### src/rtl/mux_operand_sequencer.sv
// Operand stager for the 8-bit 4-lane select mux: gathers four stream bytes into lanes a..d,
// then sweeps o_sel 0 -> 1. Optional MUX_SEQ_FRAME_CNT_EN adds an 8-bit completed-frame counter.
module mux_operand_sequencer #(
  parameter int DATA_W      = 8,
  parameter int HOLD_CYCLES = 1
) (
  input  logic              i_clk,
  input  logic              i_rst_n,
  input  logic [DATA_W-1:0] i_data,
  input  logic              i_valid,
  output logic              o_ready,
  input  logic              i_flush,
  output logic [DATA_W-1:0] o_a,
  output logic [DATA_W-1:0] o_b,
  output logic [DATA_W-1:0] o_c,
  output logic [DATA_W-1:0] o_d,
  output logic              o_sel,
  output logic              o_out_valid
`ifdef MUX_SEQ_FRAME_CNT_EN
  ,
  output logic [7:0]        o_frame_cnt
`endif
);

  localparam int CNT_W = $clog2(HOLD_CYCLES + 1);
  localparam logic [CNT_W-1:0] HOLD_LAST = CNT_W'(HOLD_CYCLES - 1);

  typedef enum logic [1:0] {
    FILL   = 2'd0,
    SWEEP0 = 2'd1,
    SWEEP1 = 2'd2
  } state_t;

  state_t           state;
  logic [1:0]       idx;
  logic [CNT_W-1:0] hold_cnt;
  logic             take;

  assign take = i_valid && o_ready;

  // NOTE: every register here updates with <= so all of them see the same pre-edge values;
  // blocking assignments would let later statements observe half-updated state.
  always_ff @(posedge i_clk or negedge i_rst_n) begin
    if (!i_rst_n) begin
      state       <= FILL;
      idx         <= 2'd0;
      hold_cnt    <= '0;
      o_a         <= '0;
      o_b         <= '0;
      o_c         <= '0;
      o_d         <= '0;
      o_sel       <= 1'b0;
      o_out_valid <= 1'b0;
      o_ready     <= 1'b0;
`ifdef MUX_SEQ_FRAME_CNT_EN
      o_frame_cnt <= 8'd0;
`endif
    end else if (i_flush) begin
      // Abort wins over everything, including a byte offered on the same edge.
      state       <= FILL;
      idx         <= 2'd0;
      hold_cnt    <= '0;
      o_a         <= '0;
      o_b         <= '0;
      o_c         <= '0;
      o_d         <= '0;
      o_sel       <= 1'b0;
      o_out_valid <= 1'b0;
      o_ready     <= 1'b1;
    end else begin
      case (state)
        FILL: begin
          o_ready <= 1'b1;
          if (take) begin
            case (idx)
              2'd0: o_a <= i_data;
              2'd1: o_b <= i_data;
              2'd2: o_c <= i_data;
              2'd3: o_d <= i_data;
            endcase
            if (idx == 2'd3) begin
              idx         <= 2'd0;
              hold_cnt    <= '0;
              o_ready     <= 1'b0;
              o_out_valid <= 1'b1;
              o_sel       <= 1'b0;
              state       <= SWEEP0;
            end else begin
              idx <= idx + 2'd1;
            end
          end
        end

        SWEEP0: begin
          if (hold_cnt == HOLD_LAST) begin
            hold_cnt <= '0;
            o_sel    <= 1'b1;
            state    <= SWEEP1;
          end else begin
            hold_cnt <= hold_cnt + CNT_W'(1);
          end
        end

        SWEEP1: begin
          if (hold_cnt == HOLD_LAST) begin
            hold_cnt    <= '0;
            o_sel       <= 1'b0;
            o_out_valid <= 1'b0;
            o_ready     <= 1'b1;
            state       <= FILL;
`ifdef MUX_SEQ_FRAME_CNT_EN
            o_frame_cnt <= o_frame_cnt + 8'd1;
`endif
          end else begin
            hold_cnt <= hold_cnt + CNT_W'(1);
          end
        end

        default: begin
          hold_cnt <= '0;
          state    <= FILL;
        end
      endcase
    end
  end

endmodule

### config.mk
export PLATFORM = sky130hd
export DESIGN_NAME = mux_operand_sequencer
export DESIGN_NICKNAME = d
export VERILOG_FILES = /design/src/rtl/mux_operand_sequencer.sv
export SDC_FILE = /design/constraint.sdc
export NUM_CORES = 1
export LEC_CHECK = 0
export ABC_AREA = 1
export CAP_MARGIN = 5
export CORE_ASPECT_RATIO = 1.4
export CORE_MARGIN = 1
export CORE_UTILIZATION = 52
export CTS_CLUSTER_DIAMETER = 50
export DETAILED_ROUTE_END_ITERATION = 10
export MAX_ROUTING_LAYER = met4
export PLACE_DENSITY = 0.84
export SETUP_SLACK_MARGIN = 0.05
export SYNTH_ARGS = -nofsm -noshare
export SYNTH_HDL_FRONTEND = slang
export SYNTH_SLANG_ARGS = --single-unit
### constraint.sdc
create_clock -name i_clk -period 3.4 [get_ports i_clk]
set_input_delay 0.51 -clock i_clk [delete_from_list [all_inputs] [get_ports i_clk]]
set_output_delay 0.51 -clock i_clk [all_outputs]
set_load 0.1 [all_outputs]
==> impl_metrics.env, run 1 <==
export IMPL_synth_cells=207
export IMPL_num_rows=25
export IMPL_drt_antenna_violating_nets=0
export IMPL_crit_type="reg2out"
export IMPL_floorplan_io_pins=47
export IMPL_power_density_nw_per_um2=444
export IMPL_clock_sinks=39
export IMPL_r2r_start="state[1]$_DFFE_PN0P_"
export IMPL_synth_cell_types=14
export IMPL_dp_cells=281
export IMPL_p_int_uw=691
export IMPL_fillers=285
export IMPL_layout_min_cycle_time_ns=2.37
export IMPL_worstSetupEndpointType="output port"
export IMPL_ys_flop_type="dfrtp_1"
export IMPL_vias=1563
export IMPL_async_flop_share=1.00
export IMPL_ff_latch_area_sq_um=976
export IMPL_final_setup_viol_count=0
export IMPL_drt_initial_drc_count=62
export IMPL_cp_slowest_cell="clkdlybuf4s50_1"
export IMPL_status="completed"
export IMPL_p_leak_nw=1.21
export IMPL_synth_commonest_cells="66 x nand3_1, 43 x nand2_1, 39 x dfrtp_1, 18 x inv_1, 11 x nor2_1"
export IMPL_yosysMostFrequentCell="nand3_1"
export IMPL_antenna_found_initial=0
export IMPL_skew_ns=0.00489
export IMPL_synthToLayoutAreaGrowth_pct=27.9
export IMPL_wl_per_cell_microns=13.9
export IMPL_utilization=0.692
export IMPL_start_util=0.541
export IMPL_grt_max_degree=48
export IMPL_remaining_drc_errors=0
export IMPL_path_cells="clkdlybuf4s50_1"
export IMPL_finalHoldViolations=0
export IMPL_cts_htree_levels=2
export IMPL_diodes=0
export IMPL_synth_nets=223
export IMPL_min_path_type="in2async"
export IMPL_crit_family="buffers and inverters"
export IMPL_p_sw_frac=0.329
export IMPL_place_ws_ns=1.25
export IMPL_numCtsBuffers=5
export IMPL_ir_drop_mv=0.335
export IMPL_finalMaxSlewViolations=0
export IMPL_seqPwrFrac=0.477
export IMPL_clk_pin_slew_worst_paths_ns=0.07
export IMPL_clock_latency_ns=0.29
export IMPL_rr_worst_depth=4
export IMPL_setup_slack_ns=1.03
export IMPL_slowest_delay_ns=1.16
export IMPL_cts_tree="built"
export IMPL_nNetsFinal=264
export IMPL_root_buffer="clkbuf_8"
export IMPL_post_drt_via_cell_ratio=5.43
export IMPL_ctsHoldBuffers=0
export IMPL_ys_seq_area_frac=0.539
export IMPL_gr_total_overflow=0
export IMPL_drive_gt1_frac=0.0565
export IMPL_slew_headroom=0.351
export IMPL_arrival_ns=1.86
export IMPL_clockPowerShare=0.303
export IMPL_hpwl_mm=2.78
export IMPL_comb_power_share=0.219
export IMPL_crit_start="o_ready$_DFFE_PN0P_"
export IMPL_synth_seq_cells=39
export IMPL_first_global_vias=1432
export IMPL_synth_area_leader_cell="dfrtp_1"
export IMPL_yosys_warnings=0
export IMPL_die_w_microns=51.9
export IMPL_required_ns=2.89
export IMPL_die_area_sq_um=3720
export IMPL_syn_avg_cell_area_sq_um=8.74
export IMPL_post_cts_resized=0
export IMPL_synth_edff_count=0
export IMPL_syn_area_sq_um=1810
export IMPL_drt_wl_total_mm=4.00
export IMPL_multi_input_area_sq_um=674
export IMPL_crit_cells=1
export IMPL_core_area_sq_um=3350
export IMPL_maxCapViolations=0
export IMPL_post_cts_buffers=0
export IMPL_detail_route_first_pass_iterations=4
export IMPL_grt_pass1_wl_mm=6.51
export IMPL_setup_tns_ns=0
export IMPL_p_sw_uw=338
export IMPL_worst_path_buf_inv=1
export IMPL_crit_path_start_kind="register"
export IMPL_die_height_microns=71.8
export IMPL_post_route_period_util=0.697
export IMPL_synth_top_area_frac=0.539
export IMPL_worstMarginPinSlew_ns=0.971
export IMPL_rsz0062_at_grt="no"
export IMPL_place_gp_congestion=0.834
export IMPL_final_cells=288
export IMPL_path_max_fanout=4
export IMPL_port_buffers=46
export IMPL_synth_area_leaders="dfrtp_1 54%, nand3_1 18%, nand2_1 8.9%"
export IMPL_track_usage=0.248
export IMPL_fmax_mhz=422
export IMPL_max_clock_path_buffers=2
-- cell type report --
class / count / area share
flip-flops and latches: 39 / 0.422
multi-input cells: 137 / 0.291
clock inverters: 1 / 0.00216
clock buffers: 6 / 0.0357
well taps: 40 / 0.0216
inverters: 19 / 0.0308
repair buffers: 46 / 0.197
-- layout by cell type (no fill, tap or decap) --
| master | Yosys | final |
|---|---|---|
| buf_2 | 4 | 1 |
| clkbuf_8 | 0 | 6 |
| clkdlybuf4s50_1 | 0 | 45 |
| clkinv_2 | 0 | 1 |
| dfrtp_1 | 39 | 39 |
| ha_1 | 4 | 4 |
| inv_1 | 18 | 18 |
| inv_2 | 1 | 1 |
| nand2_1 | 43 | 43 |
| nand2_2 | 2 | 2 |
| nand3_1 | 66 | 66 |
| nand4_1 | 8 | 8 |
| nor2_1 | 11 | 11 |
| nor2_2 | 1 | 1 |
| nor2_4 | 2 | 2 |
-- metal layers --
metal | up-vias | routed length (microns) | global-route usage
li1 | 763 | - | -
met1 | 734 | 1640 | 0.304
met2 | 54 | 2110 | 0.376
met3 | 12 | 139 | 0.0510
met4 | 0 | 107 | 0.138
met5 | - | 0 | -
-- kinds of logic (layout without fill, tap and decap cells) --
| family | after synthesis | after routing | synth area share |
|---|---|---|---|
| buffers and inverters | 31 | 72 | 0.0878 |
| AND/OR/NAND/NOR | 133 | 133 | 0.345 |
| flip-flops | 39 | 39 | 0.539 |
| adder cells (fa/ha/maj) | 4 | 4 | 0.0277 |
-- flip-flops by register name, indices dropped and copies added (netlist names) --
| name | cells |
|---|---|
| idx | 2 |
| state | 2 |
| o_d | 8 |
| o_a | 8 |
| o_sel | 1 |
| o_b | 8 |
| o_ready | 1 |
| o_out_valid | 1 |
| o_c | 8 |
-- power groups by stage --
stage,clock (mW),sequential (mW),combinational (mW)
floorplan,0,0.603,0.0615
global placement,0,0.500,0.223
detailed placement,0,0.500,0.226
CTS,0.321,0.491,0.226
global route,0.339,0.493,0.237
finish,0.312,0.491,0.226
-- stage by stage --
stage / total power, mW / area, sq um / hold WS, ns
3_5_place_dp: 0.726 / 2230 / 0.490
4_1_cts: 1.04 / 2310 / 0.342
3_3_place_gp: 0.723 / 2230 / 0.480
5_1_grt: 1.07 / 2310 / 0.392
2_1_floorplan: 0.664 / 1810 / 0.214
6_report: 1.03 / 2310 / 0.323
-- path summary, 6_finish.rpt --
path / endpoint / slack, ns
max reg2reg: o_a[7]$_DFFE_PN0P_ / 1.70
max in group asynchronous: o_a[7]$_DFFE_PN0P_ / 2.54
min in group i_clk: o_d[5]$_DFFE_PN0P_ / 0.50
min reg2reg: o_d[5]$_DFFE_PN0P_ / 0.50
min: o_d[1]$_DFFE_PN0P_ / 0.32
max: o_ready / 1.03
Note: power is estimated with default switching activity, not from simulation.
==> inputs of run 2 (changes only) <==
CORE_UTILIZATION = 48   (was 52)
PLACE_DENSITY = 0.79   (was 0.84)
clock period = 2.5 ns   (was 3.4 ns; I/O delays follow)
==> run 2 against run 1 <==
First-iteration DRC count fell by 29%; critical path depth increased by 3; via count fell by 2.2%; non-clock buffer count rose by 2.
==> impl_metrics.env, run 2 (synthesized netlist as in run 1, its figures left out) <==
export IMPL_status="completed"
export IMPL_clock_latency_ns=0.30
export IMPL_wl_per_cell_microns=13.8
export IMPL_met1_usage=0.266
export IMPL_placed_area_sq_um=2160
export IMPL_maxCapViolations=0
export IMPL_numCtsBuffers=5
export IMPL_ctsHoldBuffers=0
export IMPL_hpwl_mm=2.90
export IMPL_crit_path_start_kind="register"
export IMPL_dp_cells=285
export IMPL_drt_initial_drc_count=44
export IMPL_cts_htree_levels=2
export IMPL_layout_min_cycle_time_ns=1.63
export IMPL_antenna_found_initial=0
export IMPL_top_usage_layer="met2"
export IMPL_arrival_ns=1.81
export IMPL_diodes=0
export IMPL_grt_max_degree=40
export IMPL_path_cells="nor2_2, nand3_1, nand3_1, nand2_1"
export IMPL_drt_wl_total_mm=4.04
export IMPL_post_cts_buffers=0
export IMPL_first_global_vias=1394
export IMPL_die_w_microns=53.9
export IMPL_start_util=0.501
export IMPL_gr_total_overflow=0
export IMPL_finalMaxSlewViolations=0
export IMPL_drive_gt1_frac=0.207
export IMPL_remaining_drc_errors=0
export IMPL_max_clock_path_buffers=2
export IMPL_floorplan_io_pins=47
export IMPL_p_leak_nw=1.30
export IMPL_clock_sinks=39
export IMPL_whs_ns=0.181
export IMPL_cp_slowest_cell="nor2_2"
export IMPL_fmax_mhz=615
export IMPL_rsz0062_at_grt="no"
export IMPL_worstMarginPinSlew_ns=0.847
export IMPL_num_rows=26
export IMPL_worstSetupEndpointType="register"
export IMPL_track_usage=0.226
export IMPL_post_drt_via_cell_ratio=5.22
export IMPL_detail_route_first_pass_iterations=4
export IMPL_place_ws_ns=0.655
export IMPL_ir_drop_mv=0.468
export IMPL_place_gp_congestion=0.842
export IMPL_crit_type="reg2reg"
export IMPL_slowest_delay_ns=0.46
export IMPL_root_buffer="clkbuf_8"
export IMPL_path_max_fanout=14
export IMPL_final_cell_mix="66 x nand3_1, 43 x nand2_1, 39 x dfrtp_1"
export IMPL_final_cells=293
export IMPL_vias=1528
export IMPL_required_ns=2.68
export IMPL_synthToLayoutAreaGrowth_pct=25.7
export IMPL_skew_ns=0.00443
export IMPL_nNetsFinal=266
export IMPL_die_area_sq_um=4020
export IMPL_final_common_cell="nand3_1"
export IMPL_setup_tns_ns=0
export IMPL_slew_headroom=0.435
export IMPL_min_path_type="in2async"
export IMPL_die_height_microns=74.6
export IMPL_grt_pass1_wl_mm=6.24
export IMPL_fin_area_sq_um=2270
export IMPL_clk_pin_slew_worst_paths_ns=0.07
export IMPL_cts_tree="built"
export IMPL_port_buffers=46
export IMPL_finalHoldViolations=0
export IMPL_power_density_nw_per_um2=664
export IMPL_final_setup_viol_count=0
export IMPL_use_met2=0.364
export IMPL_use_met3=0.0364
export IMPL_drt_antenna_violating_nets=0
export IMPL_post_route_period_util=0.650
export IMPL_setup_slack_ns=0.874
export IMPL_core_area_sq_um=3610
export IMPL_post_cts_resized=0
export IMPL_crit_top_cell="nand3_1"
[run 2: final timing paths]
path | startpoint | end | slack [ns] | cells after the start
max | state[1]$_DFFE_PN0P_ | o_a[5]$_DFFE_PN0P_ | 0.87 | 4
min | i_rst_n | o_b[0]$_DFFE_PN0P_ | 0.18 | 1
max reg2reg | state[1]$_DFFE_PN0P_ | o_a[5]$_DFFE_PN0P_ | 0.87 | 4
min reg2reg | o_b[4]$_DFFE_PN0P_ | o_b[4]$_DFFE_PN0P_ | 0.50 | 2
max in group asynchronous | i_rst_n | o_d[2]$_DFFE_PN0P_ | 1.79 | 1
min in group i_clk | o_b[4]$_DFFE_PN0P_ | o_b[4]$_DFFE_PN0P_ | 0.50 | 2
[run 2: metrics by stage]
stage	util	power, mW
5_1_grt	0.630	1.56
6_report	0.630	1.51
3_3_place_gp	0.597	0.979
2_1_floorplan	-	0.903
3_5_place_dp	0.597	0.982
4_1_cts	0.630	1.52
[run 2: critical path, delay by kind of cell, from the launching register on]
kind | cells | cell delay (ns)
and+or+nand+nor | 4 | 1.11
DFF | 1 | 0.41
[run 2: power by group]
group	internal (mW)	switching [mW]	total [mW]	leakage, nW
Combinational	0.0650	0.237	0.302	0.708
Sequential	0.653	0.0148	0.667	0.532
Clock	0.323	0.219	0.541	0.0612
[run 2: layer usage]
metal,vias to the layer above,part of all wire
li1,767,-
met1,719,0.43
met2,34,0.52
met3,8,0.037
met4,0,0.017
met5,-,0
[run 2: cell type report]
cell class	instances	area (sq um)
fillers	320	1340
flip-flops and latches	39	976
multi-input cells	137	674
repair buffers	48	383
clock buffers	6	82.6
inverters	19	71.3
well taps	42	52.6
clock inverters	2	35.0
==> inputs of run 3 (changes only) <==
CORE_UTILIZATION = 43   (was 48)
PLACE_DENSITY = 0.75   (was 0.79)
clock period = 1.44 ns   (was 2.5 ns; I/O delays follow)
==> run 3 against run 2 <==
The flow now finishes with violations (DRC); utilization grew 8.4 points; combinational power grew 120%; clock skew grew 0.00080 ns; power grew 84%; highest routed layer unchanged.
==> impl_metrics.env, run 3 (synthesized netlist as in run 1, its figures left out) <==
export IMPL_status="finished, violations left"
export IMPL_violations="DRC"
export IMPL_max_clock_path_buffers=2
export IMPL_vias=1618
export IMPL_finalHoldViolations=0
export IMPL_grt_pass1_wl_mm=7.60
export IMPL_grt_max_degree=35
export IMPL_required_ns=1.62
export IMPL_die_w_microns=56.8
export IMPL_crit_type="reg2reg"
export IMPL_clock_latency_ns=0.29
export IMPL_numCtsBuffers=5
export IMPL_fin_total_pwr_mw=2.78
export IMPL_first_global_vias=1538
export IMPL_die_area_sq_um=4470
export IMPL_ir_drop_mv=0.687
export IMPL_final_setup_viol_count=0
export IMPL_remaining_drc_errors=12
export IMPL_final_common_cell="nand3_1"
export IMPL_synthToLayoutAreaGrowth_pct=57.3
export IMPL_drt_wl_total_mm=4.40
export IMPL_cts_htree_levels=2
export IMPL_layout_min_cycle_time_ns=1.27
export IMPL_post_drt_via_cell_ratio=5.30
export IMPL_diodes=0
export IMPL_worstMarginPinSlew_ns=0.409
export IMPL_min_path_type="in2async"
export IMPL_slew_headroom=0.728
export IMPL_root_buffer="clkbuf_8"
export IMPL_cp_slowest_cell="dfrtp_1"
export IMPL_track_usage=0.227
export IMPL_clock_sinks=39
export IMPL_power_density_nw_per_um2=975
export IMPL_drt_antenna_violating_nets=0
export IMPL_die_height_microns=78.8
export IMPL_final_cell_mix="65 x nand3_1, 43 x nand2_1, 38 x dfrtp_1, 38 x buf_12, 18 x inv_1"
export IMPL_gr_total_overflow=0
export IMPL_place_gp_congestion=0.854
export IMPL_path_cells="inv_1, ha_1, nand3_2, nand3_1, nand2_1"
export IMPL_nNetsFinal=277
export IMPL_drive_gt1_frac=0.244
export IMPL_rsz0062_at_grt="no"
export IMPL_worstSetupEndpointType="register"
export IMPL_antenna_found_initial=0
export IMPL_drt_initial_drc_count=72
export IMPL_clk_pin_slew_worst_paths_ns=0.08
export IMPL_slowest_delay_ns=0.42
export IMPL_arrival_ns=1.45
export IMPL_post_cts_buffers=0
export IMPL_num_rows=27
export IMPL_core_area_sq_um=3990
export IMPL_placed_area_sq_um=2710
export IMPL_maxCapViolations=0
export IMPL_port_buffers=46
export IMPL_detail_route_first_pass_iterations=7
export IMPL_path_max_fanout=8
export IMPL_fin_area_sq_um=2850
export IMPL_skew_ns=0.00523
export IMPL_finalMaxSlewViolations=0
export IMPL_start_util=0.454
export IMPL_hpwl_mm=3.30
export IMPL_floorplan_io_pins=47
export IMPL_fmax_mhz=788
export IMPL_wl_per_cell_microns=14.4
export IMPL_p_leak_nw=1.47
export IMPL_cts_tree="built"
export IMPL_post_route_period_util=0.881
export IMPL_crit_path_start_kind="register"
==> run 3: layer usage <==
| layer | GRT usage | share of wire |
|---|---|---|
| met4 | 0.0683 | 0.016 |
| met2 | 0.400 | 0.57 |
| met5 | - | 0 |
| met1 | 0.262 | 0.37 |
| met3 | 0.0456 | 0.042 |
==> run 3: cell type report <==
class	instances	area (sq um)
Multi-Input combinational cell	137	679
Timing Repair Buffer	59	943
Sequential cell	39	980
Clock inverter	2	35.0
Fill cell	296	1140
Clock buffer	6	82.6
Tap cell	43	53.8
Inverter	19	71.3
==> run 3: worst max-delay path, delay by kind of cell, from the launching register on <==
| family | cells | cell delay (ns) |
|---|---|---|
| buf+inv | 1 | 0.13 |
| simple gates | 3 | 0.41 |
| fa+ha+maj | 1 | 0.21 |
| flops | 1 | 0.42 |
==> run 3: path summary, 6_finish.rpt <==
path | from | end | slack, ns | cells after the start
max in group asynchronous | i_rst_n | o_a[3]$_DFFE_PN0P_ | 0.61 | 3
min in group i_clk | i_data[4] | o_d[4]$_DFFE_PN0P_ | 0.54 | 3
worst min register to register | o_out_valid$_DFFE_PN0P_ | o_out_valid$_DFFE_PN0P_ | 0.54 | 2
worst max-delay path | idx[0]$_DFFE_PN0P_ | o_c[7]$_DFFE_PN0P_ | 0.17 | 5
worst max register to register | idx[0]$_DFFE_PN0P_ | o_c[7]$_DFFE_PN0P_ | 0.17 | 5
worst min-delay path | i_rst_n | o_d[0]$_DFFE_PN0P_ | 0.37 | 2
==> run 3: where the power goes <==
group,leakage [nW],internal (mW),total (mW),switching (mW)
Combinational,0.878,0.232,0.654,0.422
Sequential,0.532,1.13,1.18,0.0456
Clock,0.0612,0.561,0.943,0.382
Total,1.47,1.93,2.78,0.850
==> run 3: per-stage QoR <==
stage	std cells	util	setup WS, ns	TNS (ns)	hold WS, ns
2_1_floorplan	207	-	0.0886	0	-0.0796
3_3_place_gp	296	0.680	-0.0497	-0.382	0.164
3_5_place_dp	296	0.680	-0.140	-1.16	0.171
4_1_cts	305	0.712	0.0834	0	0.396
5_1_grt	305	0.714	0.0614	0	0.415
6_report	305	0.714	0.171	0	0.374
==> run 3: timing repair <==
action | CTS | global route
hold endpoints to repair | 16 | 0
hold buffers | 1 | 0
endpoints found under the setup margin | 0 | 8
resized for setup | 0 | 1
